### src/rtl/hazard_pkg.sv
// rtl/hazard_pkg.sv - shared types and configuration checks for the hazard scoreboard
//
// Purpose: scoreboard entry layout, register-index type and the legality check
//          for the age/distance parameters used by hazard_scoreboard.
// Ports:   none (package).

package hazard_pkg;

   // Ages are 2 bits wide, so the retire age can be at most 3.
   localparam int SB_AGE_MAX = 3;

   typedef logic [1:0] sb_age_t;
   typedef logic [4:0] creg_addr_t;

   typedef struct packed {
      logic    busy;
      logic    is_load;
      sb_age_t age;
   } sb_entry_t;

   // An entry has to stay visible long enough to cover both hazard windows,
   // otherwise a consumer could slip past a writer that has not reached the regfile.
   function automatic bit sb_params_ok(input int load_use_dist,
                                       input int br_dist,
                                       input int wb_age,
                                       input int nsrc);
      return (wb_age > load_use_dist) && (wb_age > br_dist) &&
             (wb_age <= SB_AGE_MAX) && (load_use_dist >= 0) && (br_dist >= 0) &&
             (nsrc >= 2) && (nsrc <= 3);
   endfunction

endpackage

### src/rtl/hazard_sb_entry.sv
// rtl/hazard_sb_entry.sv - one architectural register's in-flight writer record
//
// Purpose: holds {busy, is_load, age} for one register. A new issue always
//          replaces the current record (youngest writer wins), otherwise a busy
//          record ages and retires when it reaches WB_AGE.
// Ports:
//   clk, resetn    clock, async active-low reset
//   issue          a writer of this register leaves D this cycle
//   issue_load     that writer is a load
//   stall_e        E stage held (age-0 records do not advance)
//   stall_m        M stage held (age>=1 records do not advance)
//   busy, is_load  current record
//   age            current record age
//   retiring       record reaches WB_AGE at the coming edge

module hazard_sb_entry
   import hazard_pkg::*;
#(
   parameter int WB_AGE = 3
) (
   input  logic       clk,
   input  logic       resetn,
   input  logic       issue,
   input  logic       issue_load,
   input  logic       stall_e,
   input  logic       stall_m,
   output logic       busy,
   output logic       is_load,
   output logic [1:0] age,
   output logic       retiring
);

   localparam sb_age_t RETIRE_AGE = sb_age_t'(WB_AGE - 1);

   sb_entry_t ent;
   logic      advance;

   // Age 0 means the writer sits in E; from age 1 on it is in M or later,
   // so each half of the pipe freezes the record independently.
   assign advance  = (ent.age == 2'd0) ? ~stall_e : ~stall_m;
   assign retiring = ent.busy & advance & (ent.age == RETIRE_AGE);

   always_ff @(posedge clk or negedge resetn) begin
      if (!resetn) begin
         ent <= '0;
      end else if (issue) begin
         ent <= {1'b1, issue_load, 2'd0};
      end else if (retiring) begin
         ent <= '0;
      end else if (ent.busy && advance) begin
         ent.age <= ent.age + 2'd1;
      end
   end

   assign busy    = ent.busy;
   assign is_load = ent.is_load;
   assign age     = ent.age;

endmodule

### src/rtl/hazard_scoreboard.sv
// rtl/hazard_scoreboard.sv - per-register scoreboard hazard unit for the F/D/E/M/W pipe
//
// Purpose: tracks in-flight writers per register and derives stall/flush for
//          load-use, branch-operand, memory-wait and multiply hazards.
// Optional feature: HAZARD_SB_STATS_EN adds saturating stall-cycle counters.
// Ports:
//   clk, resetn                 clock, async active-low reset
//   i_data_ok, d_data_ok        ifetch / dmem response valid
//   mult_ok                     multiplier done (1 when idle)
//   branch_taken                D-stage redirect
//   d_rs, d_rs_used             D-stage sources {rsN..rs1} and their read enables
//   d_is_branch                 D instruction is a branch/jump
//   d_regwrite, d_memread, d_rd D instruction writes rd / is a load / destination
//   stallF..stallM              stage hold
//   flushD..flushW              stage bubble insert
//   stat_lw, stat_br, stat_mem  (HAZARD_SB_STATS_EN) stall-cycle counters

module hazard_scoreboard
   import hazard_pkg::*;
#(
   parameter int NREG          = 32,
   parameter int NSRC          = 2,
   parameter int LOAD_USE_DIST = 2,
   parameter int BR_DIST       = 1,
   parameter int WB_AGE        = 3
) (
   input  logic              clk,
   input  logic              resetn,
   input  logic              i_data_ok,
   input  logic              d_data_ok,
   input  logic              mult_ok,
   input  logic              branch_taken,
   input  logic [NSRC*5-1:0] d_rs,
   input  logic [NSRC-1:0]   d_rs_used,
   input  logic              d_is_branch,
   input  logic              d_regwrite,
   input  logic              d_memread,
   input  logic [4:0]        d_rd,
   output logic              stallF,
   output logic              stallD,
   output logic              stallE,
   output logic              stallM,
   output logic              flushD,
   output logic              flushE,
   output logic              flushM,
   output logic              flushW
`ifdef HAZARD_SB_STATS_EN
   ,
   output logic [31:0]       stat_lw,
   output logic [31:0]       stat_br,
   output logic [31:0]       stat_mem
`endif
);

   if (!sb_params_ok(LOAD_USE_DIST, BR_DIST, WB_AGE, NSRC)) begin : g_bad_cfg
      $error("hazard_scoreboard: need WB_AGE > both distances, WB_AGE <= 3, NSRC in 2..3");
   end

   logic [NREG-1:0] sb_busy;
   logic [NREG-1:0] sb_load;
   logic [NREG-1:0] sb_retiring;
   logic [1:0]      sb_age [NREG];

   logic       raw_stall_e;
   logic       raw_stall_m;
   logic       issue_ok;
   logic       lwstall;
   logic       branchstall;
   logic       stall_fd;
   logic       flush_e_raw;
   creg_addr_t rs;
   logic       src_hit;
   int         src_age;

   // Pipe holds that do not depend on the scoreboard; the entries use them to
   // decide whether they advance this cycle.
   assign raw_stall_e = ~d_data_ok | ~mult_ok;
   assign raw_stall_m = ~d_data_ok;

   // x0 is hard-wired; it never has a writer in flight.
   assign sb_busy[0]     = 1'b0;
   assign sb_load[0]     = 1'b0;
   assign sb_retiring[0] = 1'b0;
   assign sb_age[0]      = 2'd0;

   for (genvar r = 1; r < NREG; r++) begin : g_entry
      hazard_sb_entry #(
         .WB_AGE (WB_AGE)
      ) u_entry (
         .clk        (clk),
         .resetn     (resetn),
         .issue      (issue_ok & d_regwrite & (d_rd == creg_addr_t'(r))),
         .issue_load (d_memread),
         .stall_e    (raw_stall_e),
         .stall_m    (raw_stall_m),
         .busy       (sb_busy[r]),
         .is_load    (sb_load[r]),
         .age        (sb_age[r]),
         .retiring   (sb_retiring[r])
      );
   end

   // Source checks. A record that retires at the coming edge is already
   // being written back, so the W->D bypass covers it and it is ignored.
   always_comb begin
      lwstall     = 1'b0;
      branchstall = 1'b0;
      rs          = '0;
      src_hit     = 1'b0;
      src_age     = 0;
      for (int s = 0; s < NSRC; s++) begin
         rs      = d_rs[s*5 +: 5];
         src_hit = d_rs_used[s] && (rs != '0) && (int'(rs) < NREG) &&
                   sb_busy[rs] && !sb_retiring[rs];
         src_age = int'(sb_age[rs]);
         if (src_hit && sb_load[rs] && (src_age < LOAD_USE_DIST)) begin
            lwstall = 1'b1;
         end
         if (src_hit && d_is_branch &&
             ((src_age < BR_DIST) || (sb_load[rs] && (src_age < LOAD_USE_DIST)))) begin
            branchstall = 1'b1;
         end
      end
   end

   assign stall_fd    = ~i_data_ok | ~d_data_ok | lwstall | branchstall | ~mult_ok;
   // A busy multiplier keeps E occupied, so E must not also be bubbled.
   assign flush_e_raw = (lwstall | branchstall | ~i_data_ok) & mult_ok;

   always_comb begin
      stallF = 1'b0;
      stallD = 1'b0;
      stallE = 1'b0;
      stallM = 1'b0;
      flushD = 1'b1;
      flushE = 1'b1;
      flushM = 1'b1;
      flushW = 1'b1;
      if (resetn) begin
         stallF = stall_fd;
         stallD = stall_fd;
         stallE = raw_stall_e;
         stallM = raw_stall_m;
         flushD = branch_taken & ~stall_fd;
         flushE = flush_e_raw;
         flushM = ~mult_ok;
         flushW = ~d_data_ok;
      end
   end

   // The D instruction moves into E only when D is released and E is not bubbled.
   assign issue_ok = ~stallD & ~flushE;

`ifdef HAZARD_SB_STATS_EN
   always_ff @(posedge clk or negedge resetn) begin
      if (!resetn) begin
         stat_lw  <= '0;
         stat_br  <= '0;
         stat_mem <= '0;
      end else begin
         if (lwstall && (stat_lw != '1)) begin
            stat_lw <= stat_lw + 32'd1;
         end
         if (branchstall && (stat_br != '1)) begin
            stat_br <= stat_br + 32'd1;
         end
         if (!d_data_ok && (stat_mem != '1)) begin
            stat_mem <= stat_mem + 32'd1;
         end
      end
   end
`endif

endmodule

### config.mk
export PLATFORM = sky130hd
export DESIGN_NAME = hazard_scoreboard
export DESIGN_NICKNAME = d
export VERILOG_FILES = /design/src/rtl/hazard_pkg.sv /design/src/rtl/hazard_sb_entry.sv /design/src/rtl/hazard_scoreboard.sv
export SDC_FILE = /design/constraint.sdc
export NUM_CORES = 1
export LEC_CHECK = 0
export ABC_AREA = 0
export CAP_MARGIN = 10
export CORE_UTILIZATION = 36
export CTS_BUF_LIST = sky130_fd_sc_hd__clkbuf_4 sky130_fd_sc_hd__clkbuf_8
export DETAILED_ROUTE_END_ITERATION = 7
export GPL_ROUTABILITY_DRIVEN = 0
export SETUP_SLACK_MARGIN = 0.5
export SYNTH_ARGS = -nofsm -noshare
export SYNTH_HDL_FRONTEND = slang
export SYNTH_SLANG_ARGS = --single-unit
### constraint.sdc
create_clock -name clk -period 4 [get_ports clk]
set_input_delay 0.8 -clock clk [delete_from_list [all_inputs] [get_ports clk]]
set_output_delay 0.8 -clock clk [all_outputs]
set_load 0.02 [all_outputs]
==> results of run 1 <==
logic make-up after synthesis:
| group | count (synthesis) |
|---|---|
| compound gates | 209 |
| buf+inv | 85 |
| flops | 124 |
| mux | 101 |
| simple gates | 305 |
cell type report:
type                    instances  area (µm²)  share of cell area [%]
flip-flops and latches        124        3110                    30.8
inverters                      35         136                    1.35
clock inverters                10         161                    1.60
well taps                     280         350                    3.48
multi-input cells             615        4680                    46.4
clock buffers                  22         297                    2.94
repair buffers                147        1350                    13.4
flip-flops by register name, summed over array words and instances, names as in the netlist:
register	count
g_entry.u_entry.age	62
g_entry.u_entry.busy	31
g_entry.u_entry.is_load	31
routing by layer:
| metal | vias up | global-route usage [%] |
|---|---|---|
| met5 | - | 0 |
| met3 | 43 | 4.19 |
| met1 | 3644 | 32.3 |
| li1 | 3376 | - |
| met2 | 275 | 38.4 |
| met4 | 0 | 8.70 |
where the power goes:
group,internal [W],switching (W),total [W]
clock,0.000751,0.000533,0.00128
sequential,0.00149,0.000420,0.00191
combinational,0.000586,0.000533,0.00112
through the flow:
| step | TNS, ns | util (%) | worst slack (ns) | instances |
|---|---|---|---|---|
| 5_1_grt | 0 | 46.0 | 0.251 | 1233 |
| 3_3_place_gp | -7.69 | 42.5 | -0.698 | 1190 |
| 4_1_cts | 0 | 45.8 | 0.295 | 1232 |
| 3_5_place_dp | -9.09 | 42.5 | -0.647 | 1190 |
| 6_report | 0 | 46.0 | 0.302 | 1233 |
| 2_1_floorplan | 0 | - | 0.229 | 824 |
worst max path at each step:
stage / slack (ns) / endpoint
4_1_cts: 0.30 / flushD
3_5_place_dp: -0.65 / stallD
6_report: 0.30 / flushD
2_1_floorplan: 0.23 / stallF
3_3_place_gp: -0.70 / stallD
5_1_grt: 0.25 / stallD
synth_stat cells, types with 6 or more instances:
master | instances | area [µm²]
dfrtp_1 | 124 | 3100
nand2_1 | 101 | 379
a21oi_1 | 77 | 385
a31oi_1 | 45 | 282
mux2i_1 | 42 | 420
mux4_2 | 42 | 946
nand3_1 | 35 | 175
inv_1 | 33 | 124
nor4_1 | 33 | 206
nor3b_1 | 32 | 240
o21ai_0 | 22 | 110
nand3b_1 | 20 | 150
nor2b_1 | 19 | 119
o31ai_1 | 19 | 143
clkbuf_1 | 18 | 67.6
nand2b_1 | 17 | 106
nor2_1 | 16 | 60.1
buf_2 | 14 | 70.1
mux2_2 | 13 | 146
buf_1 | 9 | 33.8
nand4_1 | 7 | 43.8
nor3_1 | 7 | 35.0
o31a_1 | 6 | 52.6
timing repair:
item                                    in CTS  in global routing
setup buffers                                8                  1
gates cloned                                 2                  0
endpoints found under the setup margin      64                  8
resized for setup                           73                 18
pin swaps                                   10                  4
==> metrics.md, run 1 <==
| Metric | Value |
|---|---|
| Adder-Cell Fraction of Synth Area | 0% |
| CP startpoint kind | primary input |
| Die footprint | 22900 µm² |
| Clock Latency Late Sink | 0.46 ns |
| CP arrival | 2.90 ns |
| Mapped Nets | 850 |
| Largest net degree at the start of global routing | 69 |
| Cell family with most CP delay | multiplexers |
| Number of synthesized flops with an enable pin | 0 |
| Kind of critical path | primary input to output pin |
| Final slew viol count | 0 |
| Placed inst area | 9300 µm² |
| Metal2 WL | 12200 µm |
| Htree depth | 4 |
| Synthesized area per cell | 9.76 µm² |
| Ys Warns | 0 |
| Final Hold Violating Endpoints | 0 |
| Final WL | 26000 µm |
| CP cell instances | buf_12, buf_12, mux4_2, mux4_2, a211o_1, a2bb2oi_4, a41o_1, buf_6 |
| Clock skew | 0.0178 ns |
| Drt pass-1 iters | 5 |
| Top sig layer | met4 |
| CTS Buf Count | 17 |
| Worst-path clk slew | 0.07 ns |
| Max-Cap Viols | 0 |
| DR WL/cell | 21.1 µm |
| Root buffer cell | clkbuf_8 |
| Class of the worst hold path | primary input to asynchronous set/reset pin |
| Share of synthesized flip-flops with an asynchronous set or reset | 100% |
| RSZ-0062 raised after global routing | yes |
| Worst setup startpoint | d_rs[0] |
| Mux cell area share after synthesis | 19.4% |
| CTS sink cnt | 124 |
| DR vias/cell | 5.95 |
| # IOs | 34 |
| Met3 routed WL | 1710 µm |
| WP buf/inv | 3 |
| Final ANT Viol Nets | 0 |
| LEAKAGE | 4.33 nW |
| R2r setup slk | 0.62 ns |
| Peak VDD IR | 0.162 mV |
| Netlist Area Pre-Place | 8040 µm² |
| Yosys cell types | 60 |
| Vias in the first global route | 7020 |
| Crit path time final | 3.70 ns |
| Worst r2r src | g_entry[22].u_entry.busy$_DFFE_PN0P_ |
| Synth Area in Compound Gates | 16.5% |
| Die Span Y | 151 µm |
| Area of the core | 21900 µm² |
| Largest family of logic cells by synthesized area | simple AND/OR/NAND/NOR gates |
| # diodes | 0 |
| Max FO, Critical Path | 6 |
| Die Span X | 151 µm |
| Fill cell count | 2088 |
| Layout cells sized above 1 | 25.4% |
| Syn-to-layout area delta | 25.3% |
| Max stage delay on crit path | 0.51 ns |
| Metal-1 WL | 11400 µm |
| Slowest-stage cell, CP | mux4_2 |
| Critical Path End Type | output pin |
| Most frequent cells in the layout | 122 x dfrtp_1, 100 x nand2_1, 98 x buf_4, 77 x a21oi_1, 44 x a31oi_1 |
| Worst hold slack | 0.133 ns |
| Pwr/cell area | 428 nW/µm² |
| Global-route wire length before repair | 40900 µm |
| Final Net Count | 966 |
| Vias | 7338 |
| Total Power | 0.00431 W |
| Hold Buf Count CTS | 0 |
| Synth Area in XOR/XNOR | 0% |
| Status | finished clean |
| DP HPWL | 18100 µm |
| FF+latch count, synth | 124 |
| Critical R2R Capture | g_entry[4].u_entry.is_load$_DFFE_PN0P_ |
| Final Cell Area | 10100 µm² |
| GR Util All Layers | 23.9% |
| Critical path depth | 8 |
| Mapped Cells | 824 |
| Initial antenna violation count | 0 |
| Initial DRC Count | 574 |
| Synth Area in Simple Gates | 20.8% |
| Final setup violation count | 0 |
| Fin crit share | 92.4% |
| Worst path required time | 3.20 ns |
| Achievable frequency | 270 MHz |
| Ys flop type | dfrtp_1 |
| CTS tree | built |
| Commonest non-fill, non-tap cell in the layout | dfrtp_1 |
| DRC | 0 |
| Initial Util | 36.7% |
| Worst slew margin | 38.8% |
| Gr ovfl total | 0 |
| Sequential-to-total area share from yosys stat | 38.6% |
| IO Port Bufs | 33 |
| # rows | 54 |
| Reg2Reg Depth | 11 |
| CTS max path bufs | 2 |
| Worst-margin pin slew | 0.917 ns |
No activity file was read; power rests on OpenSTA's default activity.
==> run 2: changes to the inputs <==
Settings changed: CORE_UTILIZATION 36 to 64, PLACE_DENSITY set to 0.83.
==> run 2 against run 1 <==
The flow now finishes with violations (design-rule violations, negative setup slack). Maximum frequency shrank 7.6%. Clock skew down 0.0038 ns. Final cell count decreased by 10%. Die area is 43% lower. Highest routed layer unchanged. Largest cell class unchanged.
==> metrics.md, run 2 (synthesis gave the netlist of run 1 again) <==
| Metric | Value |
|---|---|
| Die Span Y | 114 µm (-25%) |
| Grt met1 use | 53.6% (+21 points) |
| Worst slew margin | 21.7% (-17 points) |
| Worst-margin pin slew | 1.17 ns (+0.256 ns) |
| Max-Cap Viols | 0 (unchanged) |
| DR WL/cell | 25.6 µm (+21%) |
| Worst hold slack | 0.199 ns (+0.0661 ns) |
| RSZ-0062 raised after global routing | yes |
| Final WL | 28200 µm (+8.7%) |
| Final Hold Violating Endpoints | 0 (unchanged) |
| Failing checks | design-rule violations, negative setup slack |
| Commonest non-fill, non-tap cell in the layout | dfrtp_1 |
| Gr ovfl total | 0 (unchanged) |
| LEAKAGE | 4.30 nW (-0.80%) |
| Achievable frequency | 250 MHz (-7.6%) |
| Kind of critical path | primary input to output pin |
| Vias in the first global route | 8110 (+16%) |
| Largest net degree at the start of global routing | 89 (+29%) |
| Worst path required time | 3.20 ns (about the same) |
| Final Net Count | 952 (-1.4%) |
| Crit path time final | 4.00 ns (+0.306 ns) |
| Max FO, Critical Path | 12 (+6) |
| Final setup violation count | 1 (+1) |
| Syn-to-layout area delta | 22.9% |
| Max FFs per register | 62 (unchanged) |
| Place WS | -0.614 ns (+0.0323 ns) |
| Final slew viol count | 0 (unchanged) |
| Final ANT Viol Nets | 0 (unchanged) |
| Die footprint | 13000 µm² (-43%) |
| # IOs | 34 (unchanged) |
| Setup slack after layout | -0.00425 ns (-0.306 ns) |
| Vias | 8176 (+11%) |
| Worst-path clk slew | 0.08 ns (about the same) |
| Pwr/cell area | 433 nW/µm² (+1.2%) |
| IO Port Bufs | 33 (unchanged) |
| Status | finished, violations left |
| Layout cells sized above 1 | 24.8% (-0.61 points) |
| Clock Latency Late Sink | 0.48 ns (+0.02 ns) |
| CTS Buf Count | 17 (unchanged) |
| CP startpoint kind | primary input |
| Class of the worst hold path | primary input to asynchronous set/reset pin |
| Critical Path End Type | output pin |
| Routing usage on met2 | 68.6% (+30 points) |
| CTS tree | built |
| DR vias/cell | 7.41 (+24%) |
| Htree depth | 4 (unchanged) |
| Root buffer cell | clkbuf_8 |
| Initial antenna violation count | 0 (unchanged) |
| # rows | 40 (-26%) |
| DRC | 5 (+5) |
| Drt pass-1 iters | 8 (+3) |
| GRT busiest layer | met2 |
| Peak VDD IR | 0.417 mV (+160%) |
| Most frequent cells in the layout | 120 x dfrtp_1, 100 x nand2_1, 80 x buf_4, 77 x a21oi_1, 44 x a31oi_1 |
| CP arrival | 3.20 ns (+0.30 ns) |
| DP HPWL | 17300 µm (-4.8%) |
| Die Span X | 114 µm (-25%) |
| Area of the core | 12100 µm² (-45%) |
| Largest register by flop count | g_entry.u_entry.age |
| Routing usage on met3 | 15.1% (+11 points) |
| # diodes | 0 (unchanged) |
| Clock skew | 0.0140 ns (-0.00378 ns) |
| CTS max path bufs | 2 (unchanged) |
| Global-route wire length before repair | 43200 µm (+5.8%) |
| CTS sink cnt | 124 (unchanged) |
| Initial DRC Count | 1370 (+140%) |
| GR Util All Layers | 44.7% (+21 points) |
| Fin crit share | 100% (+7.7 points) |
| Initial Util | 66.4% (+30 points) |
run 2: area by class of cell:
type                    count  area [µm²]
clock buffers              22         284
clock inverters             7         116
fillers                   706        2230
inverters                  35         139
multi-input cells         615        4720
flip-flops and latches    124        3110
well taps                 168         210
repair buffers            133        1310
run 2: per-layer routing:
layer,part of all wire [%],up-vias
li1,-,3350
met1,33,3898
met2,46,700
met3,13,228
met4,8.1,0
met5,0,-
run 2: critical path, cell delays in order:
cell	delay, ns
clkbuf_2	0.09
buf_6	0.13
buf_6	0.14
buf_6	0.21
mux2_2	0.38
a211oi_2	0.44
a31o_2	0.24
a32o_2	0.17
a2bb2oi_4	0.24
a41o_1	0.23
buf_6	0.12
run 2: worst paths after layout:
path / start / endpoint / slack (ns) / cells past startpoint
setup / recovery: d_rs[6] / flushD / -0.004 / 11
hold / removal: resetn / g_entry[20].u_entry.age[0]$_DFFE_PN0P_ / 0.20 / 1
setup reg to reg: g_entry[21].u_entry.is_load$_DFFE_PN0P_ / g_entry[4].u_entry.is_load$_DFFE_PN0P_ / 0.41 / 9
hold reg to reg: g_entry[17].u_entry.busy$_DFFE_PN0P_ / g_entry[17].u_entry.busy$_DFFE_PN0P_ / 0.50 / 2
max in group asynchronous: resetn / g_entry[25].u_entry.age[0]$_DFFE_PN0P_ / 2.07 / 3
min in group clk: g_entry[17].u_entry.busy$_DFFE_PN0P_ / g_entry[17].u_entry.busy$_DFFE_PN0P_ / 0.50 / 2
run 2: timing repair:
action / CTS / global route
pin swaps: 15 / 15
cloned: 2 / 1
setup buffers: 9 / 7
setup endpoints to repair: 128 / 128
gates resized for setup: 68 / 44
hold buffers: 0 / 0
hold endpoints to repair: 0 / 0
run 2: through the flow:
stage | util (%) | TNS (ns) | instances | instance area [µm²] | total power (W)
after floorplan | - | 0 | 824 | 8100 | 0.00253
after global placement | 74.6 | -25.64 | 1056 | 9040 | 0.00287
after detailed placement | 74.6 | -35.83 | 1056 | 9040 | 0.00295
after CTS | 80.1 | 0 | 1096 | 9700 | 0.00413
after global routing | 81.6 | 0 | 1104 | 9880 | 0.00446
final | 81.6 | -0.00425 | 1104 | 9880 | 0.00428
run 2: power breakdown:
group / leakage [nW] / total [W] / internal (W) / switching, W
Clock: 0.205 / 0.00116 / 0.000657 / 0.000503
Combinational: 2.41 / 0.00121 / 0.000593 / 0.000613
Sequential: 1.68 / 0.00192 / 0.00149 / 0.000424
Total: 4.30 / 0.00428 / 0.00274 / 0.00154
